[config.mk]
export PLATFORM = sky130hd
export DESIGN_NAME = clk_select_seq
export DESIGN_NICKNAME = d
export VERILOG_FILES = /design/src/rtl/clk_select_seq.sv
export SDC_FILE = /design/constraint.sdc
export NUM_CORES = 1
export LEC_CHECK = 0
export BUFFER_PORTS_ARGS = -buffer_cell sky130_fd_sc_hd__buf_2
export CORE_ASPECT_RATIO = 1.25
export CORE_UTILIZATION = 50
export DETAILED_ROUTE_END_ITERATION = 7
export PLACE_DENSITY_LB_ADDON = 0.3
export SYNTH_ARGS = -nofsm -noshare
export SYNTH_HDL_FRONTEND = slang
export SYNTH_SLANG_ARGS = --single-unit
[constraint.sdc]
create_clock -name CLK -period 3.75 [get_ports CLK]
set_input_delay 0.75 -clock CLK [delete_from_list [all_inputs] [get_ports CLK]]
set_output_delay 0.75 -clock CLK [all_outputs]
set_load 0.05 [all_outputs]
[src/rtl/clk_select_seq.sv]
// Select sequencer for a two-input clock mux: gates the muxed clock off, pulses
// the mux select-enable inside the gated window, then re-opens the gate.
module clk_select_seq #(
  parameter int QUIESCE_CYCLES = 4,
  parameter int SETTLE_CYCLES  = 4,
  parameter int CNT_WIDTH      = 8
) (
  input  logic CLK,
  input  logic RST_N,
  input  logic REQ,
  input  logic REQ_SEL,
  output logic REQ_RDY,
  output logic ACK,
  output logic CUR_SEL,
  output logic SELECT,
  output logic SELECT_ENABLE,
  output logic GATE_OUT
);

  typedef enum logic [2:0] {
    S_INIT, S_IDLE, S_QUIESCE, S_SWITCH, S_SETTLE, S_DONE
  } state_e;

  localparam logic [CNT_WIDTH-1:0] QLOAD = CNT_WIDTH'(QUIESCE_CYCLES - 1);
  localparam logic [CNT_WIDTH-1:0] SLOAD = CNT_WIDTH'(SETTLE_CYCLES - 1);

  state_e               state_q;
  logic [CNT_WIDTH-1:0] cnt_q;
  logic                 tgt_q;
  logic                 rdy_q, ack_q, cur_q, sel_q, sel_en_q, gate_q;

  always_ff @(posedge CLK or negedge RST_N) begin
    if (!RST_N) begin
      state_q  <= S_INIT;
      cnt_q    <= '0;
      tgt_q    <= 1'b0;
      rdy_q    <= 1'b0;
      ack_q    <= 1'b0;
      cur_q    <= 1'b0;
      sel_q    <= 1'b0;
      sel_en_q <= 1'b0;
      gate_q   <= 1'b0;
    end else begin
      case (state_q)
        // Force the mux register to B so CUR_SEL=0 is true from the start.
        S_INIT: begin
          sel_en_q <= 1'b1;
          sel_q    <= 1'b0;
          state_q  <= S_IDLE;
        end
        S_IDLE: begin
          sel_en_q <= 1'b0;
          ack_q    <= 1'b0;
          gate_q   <= 1'b1;
          rdy_q    <= 1'b1;
          if (REQ && rdy_q) begin
            tgt_q <= REQ_SEL;
            rdy_q <= 1'b0;
            if (REQ_SEL == cur_q) begin
              ack_q   <= 1'b1;
              state_q <= S_DONE;
            end else begin
              gate_q  <= 1'b0;
              cnt_q   <= QLOAD;
              state_q <= S_QUIESCE;
            end
          end
        end
        S_QUIESCE: begin
          if (cnt_q == '0) begin
            sel_q    <= tgt_q;
            sel_en_q <= 1'b1;
            state_q  <= S_SWITCH;
          end else begin
            cnt_q <= cnt_q - 1'b1;
          end
        end
        S_SWITCH: begin
          sel_en_q <= 1'b0;
          cnt_q    <= SLOAD;
          state_q  <= S_SETTLE;
        end
        S_SETTLE: begin
          if (cnt_q == '0) begin
            ack_q   <= 1'b1;
            cur_q   <= tgt_q;
            gate_q  <= 1'b1;
            state_q <= S_DONE;
          end else begin
            cnt_q <= cnt_q - 1'b1;
          end
        end
        S_DONE: begin
          ack_q   <= 1'b0;
          rdy_q   <= 1'b1;
          state_q <= S_IDLE;
        end
        default: state_q <= S_INIT;
      endcase
    end
  end

  assign REQ_RDY       = rdy_q;
  assign ACK           = ack_q;
  assign CUR_SEL       = cur_q;
  assign SELECT        = sel_q;
  assign SELECT_ENABLE = sel_en_q;
  assign GATE_OUT      = gate_q;

endmodule
==> results of run 1 <==
==> state kept, by name, summed over array words and instances (netlist names) <==
signal,flops
SELECT,1
tgt_q,1
ACK,1
GATE_OUT,1
state_q,3
SELECT_ENABLE,1
cnt_q,8
CUR_SEL,1
REQ_RDY,1
==> metrics by stage <==
step / cell area (um^2) / power (uW) / cells / utilization / setup WS [ns]
final: 1130 / 813.4 / 137 / 0.5701 / 1.778
after global routing: 1130 / 868.0 / 137 / 0.5701 / 1.691
after CTS: 1130 / 814.6 / 137 / 0.5701 / 1.803
after detailed placement: 1094 / 688.7 / 133 / 0.5518 / 1.653
after global placement: 1094 / 678.3 / 133 / 0.5518 / 1.686
after floorplan: 1062 / 625.5 / 107 / - / 1.891
==> worst paths after layout <==
| check | start | end | slack (ns) | cells past startpoint |
|---|---|---|---|---|
| worst min register to register | SELECT_ENABLE$_DFFE_PN0P_ | SELECT_ENABLE$_DFFE_PN0P_ | 0.51 | 1 |
| min in group CLK | SELECT_ENABLE$_DFFE_PN0P_ | SELECT_ENABLE$_DFFE_PN0P_ | 0.51 | 1 |
| worst min-delay path | RST_N | SELECT_ENABLE$_DFFE_PN0P_ | 0.36 | 1 |
| worst max register to register | cnt_q[4]$_DFFE_PN0P_ | CUR_SEL$_DFFE_PN0P_ | 1.78 | 4 |
| max in group asynchronous | RST_N | SELECT$_DFFE_PN0P_ | 3.10 | 1 |
| worst max-delay path | cnt_q[4]$_DFFE_PN0P_ | CUR_SEL$_DFFE_PN0P_ | 1.78 | 4 |
==> area by class of cell <==
| class | instances | area, um^2 |
|---|---|---|
| Inverter | 5 | 18.77 |
| Fill cell | 192 | 852.1 |
| Timing Repair Buffer | 9 | 45.04 |
| Sequential cell | 18 | 450.4 |
| Tap cell | 20 | 25.02 |
| Clock buffer | 4 | 36.28 |
| Multi-Input combinational cell | 81 | 554.3 |
==> kinds of logic (layout without fill, tap and decap cells) <==
family | after synthesis | count (layout) | share of synthesized area
AO/OA/AOI/OAI | 32 | 32 | 0.2144
XOR/XNOR | 1 | 1 | 0.008247
adder cells (fa/ha/maj) | 2 | 2 | 0.02355
buffers and inverters | 8 | 18 | 0.05419
flip-flops | 18 | 18 | 0.4240
multiplexers | 3 | 3 | 0.03062
AND/OR/NAND/NOR | 43 | 43 | 0.2450
==> layer usage <==
layer  vias to the layer above  wire [um]  global-route usage
li1                        418          -                   -
met1                       410       1040              0.2897
met2                        13       1083              0.3706
met3                         4         54             0.03020
met4                         0         23             0.08081
met5                         -          0                   0
==> worst max-delay path: stages (launching register included) <==
cell	delay, ns
dfrtp_1	0.47
or4_4	0.63
or2_4	0.30
nor2_2	0.12
mux2_1	0.33
==> synth_stat cells, types with 2 or more instances <==
library cell	count	area, um^2
o211ai_1	2	15.01
o21a_1	2	15.01
dfrtp_1	18	450.4
nand2_1	3	11.26
o21ai_0	6	30.03
o21ai_1	2	10.01
nor2b_1	2	12.51
o22ai_1	3	18.77
nand2b_1	2	12.51
a211o_1	2	17.52
nor3_1	6	30.03
nor2_1	10	37.54
nand3_1	2	10.01
ha_1	2	25.02
nor3b_1	3	22.52
nor2_2	2	12.51
inv_1	5	18.77
a21oi_1	5	25.02
clkbuf_8	2	27.53
==> power by group through the flow <==
stage	clock (uW)	sequential, uW	combinational [uW]
after floorplan	0	363	263
after global placement	0	317	362
after detailed placement	0	321	368
after CTS	126	317	371
after global routing	134	327	407
final	125	318	370
==> impl_metrics.toml, run 1 <==
[timing]
max_slew.worst_pin.slew_ns = 0.5260
period_share = 0.5260
tns_ns = 0
slew_headroom = 0.6468
fin_hold_ws_ns = 0.3556
fmax_mhz = 507.0
drv_slew = 0
skew_ns = 0.003213
setup-violations-final = 0
rsz0062_at_grt = "no"
hold_viol_final = 0
finalCriticalPeriod_ns = 1.972

[run_status]
status = "finished clean"

[power]
switching_share = 0.4638
internal-power_uw = 436.2
vdd_ir_drop_max_mv = 0.3490
clockPowerShare = 0.154
p_seq_frac = 0.391
leakagePower_uw = 0.0005232
p_sw_uw = 377.3
combPwrFrac = 0.455
power_density_mw_per_mm2 = 720.0

[critical_path]
arrival_ns = 2.17
end_kind = "flop"
required_ns = 3.95
worst-path-max-fanout = 7
path_class = "flop to flop"
start_kind = "flop"

[synthesis]
syn_avg_cell_area_um2 = 9.928
synth_seq_area_share = 0.4240
syn_area_mm2 = 0.001062
synth_warnings = 0
synth_edf_count = 0
synthFlopType = "dfrtp_1"
syn-num-nets = 113
synthCells = 107
synth_cell_type_count = 47
ys_async_sr_fraction = 1.000
synth_seq_cells = 18

[floorplan]
die_y_um = 53.54
core_mm2 = 0.001982
pin_count = 10
start_util = 0.5360
rows = 18
die_area_mm2 = 0.002314
fp.dieW_um = 43.23

[detailed_routing]
drtAntennaViolNets = 0
vias = 845
viasPerCell = 6.168
drtIter0Drc = 14
remaining_drc_errors = 0
wl_um = 2202
drt_first_pass_iters = 4
wl_per_cell_um = 16.07

[cts]
path_clk_slew_ns = 0.11
root_buffer = "clkbuf_4"
cts_tree = "built"
cts_setup_buffers = 0
cts.sinks = 18
holdBufCountCts = 0
htreeDepth = 1
numCtsBuffers = 3
post_cts_resized = 0
clock_path_buffers = 2
clkLatencyLatePin_ns = 0.31

[final_layout]
syn2layout_area_growth_pct = 6.360
final_nets = 124
final_cell_mix = "18 x dfrtp_1, 10 x nor2_1, 9 x buf_2"
final_common_cell = "dfrtp_1"
layout-drive-gt1-share = 0.1966
antennaDiodeCount = 0

[placed_design]
gp_congestion = 0.8206
port_buffers = 9
dp_hpwl_um = 1524

[grt]
grt_pass1_wl_um = 3864
grt_usage = 0.2201
antenna_found_initial = 0
grt_pass1_vias = 851
grt_max_degree = 19
overflow = 0

[job]
cap_violations = 0

[worst_hold_path]
hp-class = "input port to async pin"
No activity file was read; power rests on OpenSTA's default activity.
==> run 2, diff against run 1 <==
==> constraint.sdc (replaced) <==
create_clock -name CLK -period 1.61 [get_ports CLK]
set_input_delay 0.322 -clock CLK [delete_from_list [all_inputs] [get_ports CLK]]
set_output_delay 0.322 -clock CLK [all_outputs]
set_load 0.05 [all_outputs]
==> run 2 against run 1 <==
Net effect:
- the run now ends with setup timing left
- core utilization grew 16 points
- setup slack lost 2.0 ns
- non-clock buffer count grew 31
- die area is the same
- critical path depth grew 2
- first-iteration DRC count grew to 2.6 times the previous value
- register-to-register slack lost 2.0 ns
- clock power grew 120%
- via count grew 22%
- flip-flop and latch count is the same
- sequential power grew 110%
- power grew to 2.9 times the previous value
==> impl_metrics.toml, run 2 (synthesis results as in run 1) <==
[run_status]
status = "finished with violations"
violations = "setup timing"

[critical_path]
reg2reg_depth = 6
timing.rr.start = "cnt_q[0]$_DFFE_PN0P_"
r2r_end = "CUR_SEL$_DFFE_PN0P_"
crit_end = "CUR_SEL$_DFFE_PN0P_"
reg2reg_slack_ns = -0.19
required_ns = 1.79
worstSetupStartpoint = "cnt_q[0]$_DFFE_PN0P_"
worst-path-max-fanout = 4
end_kind = "flop"
path_class = "flop to flop"
arrival_ns = 1.98
start_kind = "flop"

[power]
p_seq_frac = 0.286
p_sw_uw = 1004
power_density_mw_per_mm2 = 1615
combPwrFrac = 0.595
internal-power_uw = 1331
switching_share = 0.4300
leakagePower_uw = 0.0006823
vdd_ir_drop_max_mv = 0.8933
total_power_uw = 2335
clockPowerShare = 0.119

[placed_design]
port_buffers = 9
placed_cell_area_mm2 = 0.001277
dp_hpwl_um = 1861
gp_congestion = 0.8840
dp_slack_ns = -0.1697

[floorplan]
start_util = 0.5360
core_mm2 = 0.001982
rows = 18
fp.dieW_um = 43.23
pin_count = 10
die_y_um = 53.54
die_area_mm2 = 0.002314

[cts]
root_buffer = "clkbuf_4"
cts_tree = "built"
cts.sinks = 18
htreeDepth = 1
path_clk_slew_ns = 0.10
clkLatencyLatePin_ns = 0.29
clock_path_buffers = 2
numCtsBuffers = 3

[grt]
grt_pass1_vias = 960
grt_usage = 0.2507
grt_pass1_wl_um = 4312
grt_max_degree = 19
antenna_found_initial = 0
overflow = 0

[detailed_routing]
drtAntennaViolNets = 0
vias = 1029
wl_per_cell_um = 16.20
remaining_drc_errors = 0
drtIter0Drc = 37
wl_um = 2721
drt_first_pass_iters = 4
viasPerCell = 6.125

[final_layout]
largest_register_ffs = 8
syn2layout_area_growth_pct = 36.16
fin_area_mm2 = 0.001446
layout-drive-gt1-share = 0.4527
top_regs = "cnt_q x8, state_q x3"
final_cell_mix = "25 x buf_4, 16 x dfrtp_1, 10 x nor2_1"
post-route-util = 0.7298
fillers = 141
largest_register = "cnt_q"
final_common_cell = "buf_4"
final_nets = 155
antennaDiodeCount = 0

[timing]
period_share = 1.118
drv_slew = 0
finalCriticalPeriod_ns = 1.800
fin_hold_ws_ns = 0.2934
max_slew.worst_pin.slew_ns = 0.4755
rsz0062_at_grt = "yes"
skew_ns = 0.003991
setup-violations-final = 14
setup_ws_ns = -0.1904
fmax_mhz = 555.4
slew_headroom = 0.6823
hold_viol_final = 0

[job]
cap_violations = 0

[worst_hold_path]
hp-class = "input port to flop"
## run 2: layer usage
| metal | share of wire | wire, um | track usage | up-vias |
|---|---|---|---|---|
| met3 | 0.039 | 105 | 0.02013 | 12 |
| li1 | - | - | - | 480 |
| met1 | 0.39 | 1074 | 0.2911 | 502 |
| met2 | 0.54 | 1466 | 0.4627 | 35 |
| met5 | 0 | 0 | 0 | - |
| met4 | 0.027 | 74 | 0.1212 | 0 |
## run 2: worst min path at each step
stage,startpoint,endpoint,slack [ns],depth (start not counted)
floorplan,RST_N,ACK$_DFFE_PN0P_,0.03,0
global placement,RST_N,state_q[2]$_DFFE_PN0P_,0.27,1
detailed placement,RST_N,state_q[0]$_DFFE_PN0P_,0.28,1
CTS,REQ_SEL,tgt_q$_DFFE_PN0P_,0.29,2
global route,REQ_SEL,tgt_q$_DFFE_PN0P_,0.28,2
finish,REQ_SEL,tgt_q$_DFFE_PN0P_,0.29,2
## run 2: critical path, stage by stage (launching register included)
cell     delay [ns]
dfrtp_1        0.42
inv_2          0.07
ha_1           0.13
or3b_4         0.42
or2_4          0.27
nor2_4         0.09
mux2_4         0.30
## run 2: power groups by stage
stage	logic [uW]	registers, uW	clock network, uW
after global placement	1160	670	0
after detailed placement	1180	676	0
after global routing	1500	688	303
final	1390	668	278
after floorplan	620	852	0
after CTS	1250	665	285
## run 2: area by class of cell
class	count	area, um^2	area share
flip-flops and latches	18	452.9	0.3131
repair buffers	40	299.0	0.2067
inverters	5	18.77	0.01298
well taps	20	25.02	0.01730
multi-input cells	81	614.3	0.4247
clock buffers	4	36.28	0.02509
## run 2: stage by stage
| stage | setup TNS, ns | std cells |
|---|---|---|
| 3_5_place_dp | -1.074 | 156 |
| 2_1_floorplan | -0.1875 | 107 |
| 6_report | -1.844 | 168 |
| 4_1_cts | -1.320 | 164 |
| 5_1_grt | -2.693 | 168 |
| 3_3_place_gp | -0.6618 | 156 |
## run 2: repair_timing
| action | in CTS | in global routing |
|---|---|---|
| pin swaps | 11 | 6 |
| endpoints found under the setup margin | 13 | 15 |
| hold buffers | 1 | 0 |
| gates resized for setup | 8 | 8 |
| hold endpoints to repair | 18 | 0 |
| buffers inserted | 3 | 4 |
==> run 3, diff against run 2 <==
--- a/config.mk
+++ b/config.mk
@@ -5,10 +5,10 @@
 export SDC_FILE = /design/constraint.sdc
 export NUM_CORES = 1
 export LEC_CHECK = 0
-export BUFFER_PORTS_ARGS = -buffer_cell sky130_fd_sc_hd__buf_2
 export CORE_ASPECT_RATIO = 1.25
 export CORE_UTILIZATION = 50
 export DETAILED_ROUTE_END_ITERATION = 7
+export DONT_BUFFER_PORTS = 1
 export PLACE_DENSITY_LB_ADDON = 0.3
 export SYNTH_ARGS = -nofsm -noshare
 export SYNTH_HDL_FRONTEND = slang
==> run 3 against run 2 <==
Net effect:
- the run still ends with setup timing left
- critical endpoint unchanged
- highest routed layer unchanged
- non-clock buffer count decreased by 5
- worst hold slack got worse by 0.13 ns
- first-iteration DRC count decreased by 76%
- sequential share of layout area about the same
- flip-flop and latch count unchanged
- die area unchanged
- clock skew decreased by 0.00060 ns
- wire length decreased by 0.11%
- global-route usage decreased by 0.21 points
- cell count decreased by 3.0%
- via count decreased by 3.6%
==> impl_metrics.toml, run 3 (synthesis results as in run 1) <==
[placed_design]
port_buffers = 0
gp_congestion = 0.9120
placed_cell_area_mm2 = 0.001240
dp_hpwl_um = 1865

[timing]
max_slew.worst_pin.slew_ns = 0.8202
fmax_mhz = 554.4
setup-violations-final = 14
drv_slew = 0
fin_hold_ws_ns = 0.1649
tns_ns = -1.762
setup_ws_ns = -0.1938
finalCriticalPeriod_ns = 1.804
rsz0062_at_grt = "yes"
hold_viol_final = 0
period_share = 1.120
slew_headroom = 0.4514
skew_ns = 0.003392

[power]
leakagePower_uw = 0.0006621
vdd_ir_drop_max_mv = 0.9246
power_density_mw_per_mm2 = 1611

[cts]
htreeDepth = 1
cts.sinks = 18
numCtsBuffers = 3
clkLatencyLatePin_ns = 0.30
clock_path_buffers = 2
path_clk_slew_ns = 0.11
cts_tree = "built"
root_buffer = "clkbuf_4"

[floorplan]
rows = 18
fp.dieW_um = 43.23
start_util = 0.5360
die_area_mm2 = 0.002314
pin_count = 10
core_mm2 = 0.001982
die_y_um = 53.54

[critical_path]
timing.rr.start = "cnt_q[4]$_DFFE_PN0P_"
start_kind = "flop"
reg2reg_depth = 4
reg2reg_slack_ns = -0.19
required_ns = 1.80
worst-path-max-fanout = 5
cp_slowest_cell = "or4_4"
critPathMaxStageDelay_ns = 0.60
worstSetupStartpoint = "cnt_q[4]$_DFFE_PN0P_"
end_kind = "flop"
cp_cell_sequence = "or4_4, or2_4, nor2_4, mux2_4"
arrival_ns = 2.00
path_buf_inv = 0
path_class = "flop to flop"
r2r_end = "CUR_SEL$_DFFE_PN0P_"
cp.depth = 4
crit_end = "CUR_SEL$_DFFE_PN0P_"
crit_family = "simple AND/OR/NAND/NOR gates"

[detailed_routing]
drtIter0Drc = 9
drtAntennaViolNets = 0
viasPerCell = 6.086
remaining_drc_errors = 0
drt_first_pass_iters = 4
wl_per_cell_um = 16.67
vias = 992
wl_um = 2718

[grt]
antenna_found_initial = 0
grt_max_degree = 19
grt_usage = 0.2486
overflow = 0
grt_pass1_wl_um = 4215
grt_pass1_vias = 962

[final_layout]
final_common_cell = "buf_4"
final_cell_mix = "29 x buf_4, 16 x dfrtp_1, 10 x nor2_1"
top_regs = "cnt_q x8, state_q x3"
antennaDiodeCount = 0
layout-drive-gt1-share = 0.4545
largest_register_ffs = 8
largest_register = "cnt_q"
regArea_um2 = 452.9
post-route-util = 0.7292
syn2layout_area_growth_pct = 36.04
fillers = 135
fin_area_mm2 = 0.001445
multi_input_comb_area_um2 = 628.1
final_nets = 150

[run_status]
status = "finished with violations"
violations = "setup timing"

[job]
cap_violations = 0

[worst_hold_path]
hp-class = "input port to flop"
==> run 3: report_power, final <==
part	internal, uW	total [uW]	switching, uW
sequential	576	793	217
clock	138	285	147
combinational	604	1250	645
total	1320	2330	1010
==> run 3: metrics by stage <==
stage	std cells	total power, uW	setup slack (ns)
final	163	2327	-0.1938
after global routing	163	2463	-0.2360
after CTS	158	2196	-0.1653
after detailed placement	148	1805	-0.1543
after global placement	148	1765	-0.1215
after floorplan	107	1472	-0.1463
==> run 3: worst min-delay path by stage <==
stage	to	cells after the start	from	slack, ns
after floorplan	ACK$_DFFE_PN0P_	0	RST_N	0.03
after global placement	SELECT_ENABLE$_DFFE_PN0P_	0	RST_N	0.03
after detailed placement	state_q[2]$_DFFE_PN0P_	0	RST_N	0.03
after CTS	tgt_q$_DFFE_PN0P_	1	REQ_SEL	0.17
after global routing	tgt_q$_DFFE_PN0P_	1	REQ_SEL	0.16
final	tgt_q$_DFFE_PN0P_	1	REQ_SEL	0.16
==> run 3: area by class of cell <==
class                      instances  area share
sequential                        18      0.3134
tap                               20     0.01732
clock buffer                       4     0.02511
multi-input combinational         81      0.4346
timing repair buffer              35      0.1965
inverter                           5     0.01299
==> run 3: layer usage <==
layer,up-vias,wire length (um),track usage
met1,491,1072,0.2660
li1,472,-,-
met2,20,1497,0.4577
met3,9,67,0.03356
met4,0,80,0.1566
met5,-,0,0
==> run 3: repair_timing <==
| action | 4_1_cts | 5_1_grt |
|---|---|---|
| endpoints found under the setup margin | 14 | 15 |
| hold buffers | 1 | 0 |
| resized for setup | 8 | 10 |
| hold endpoints to repair | 18 | 0 |
| pin swaps | 10 | 6 |
| setup buffers | 5 | 5 |
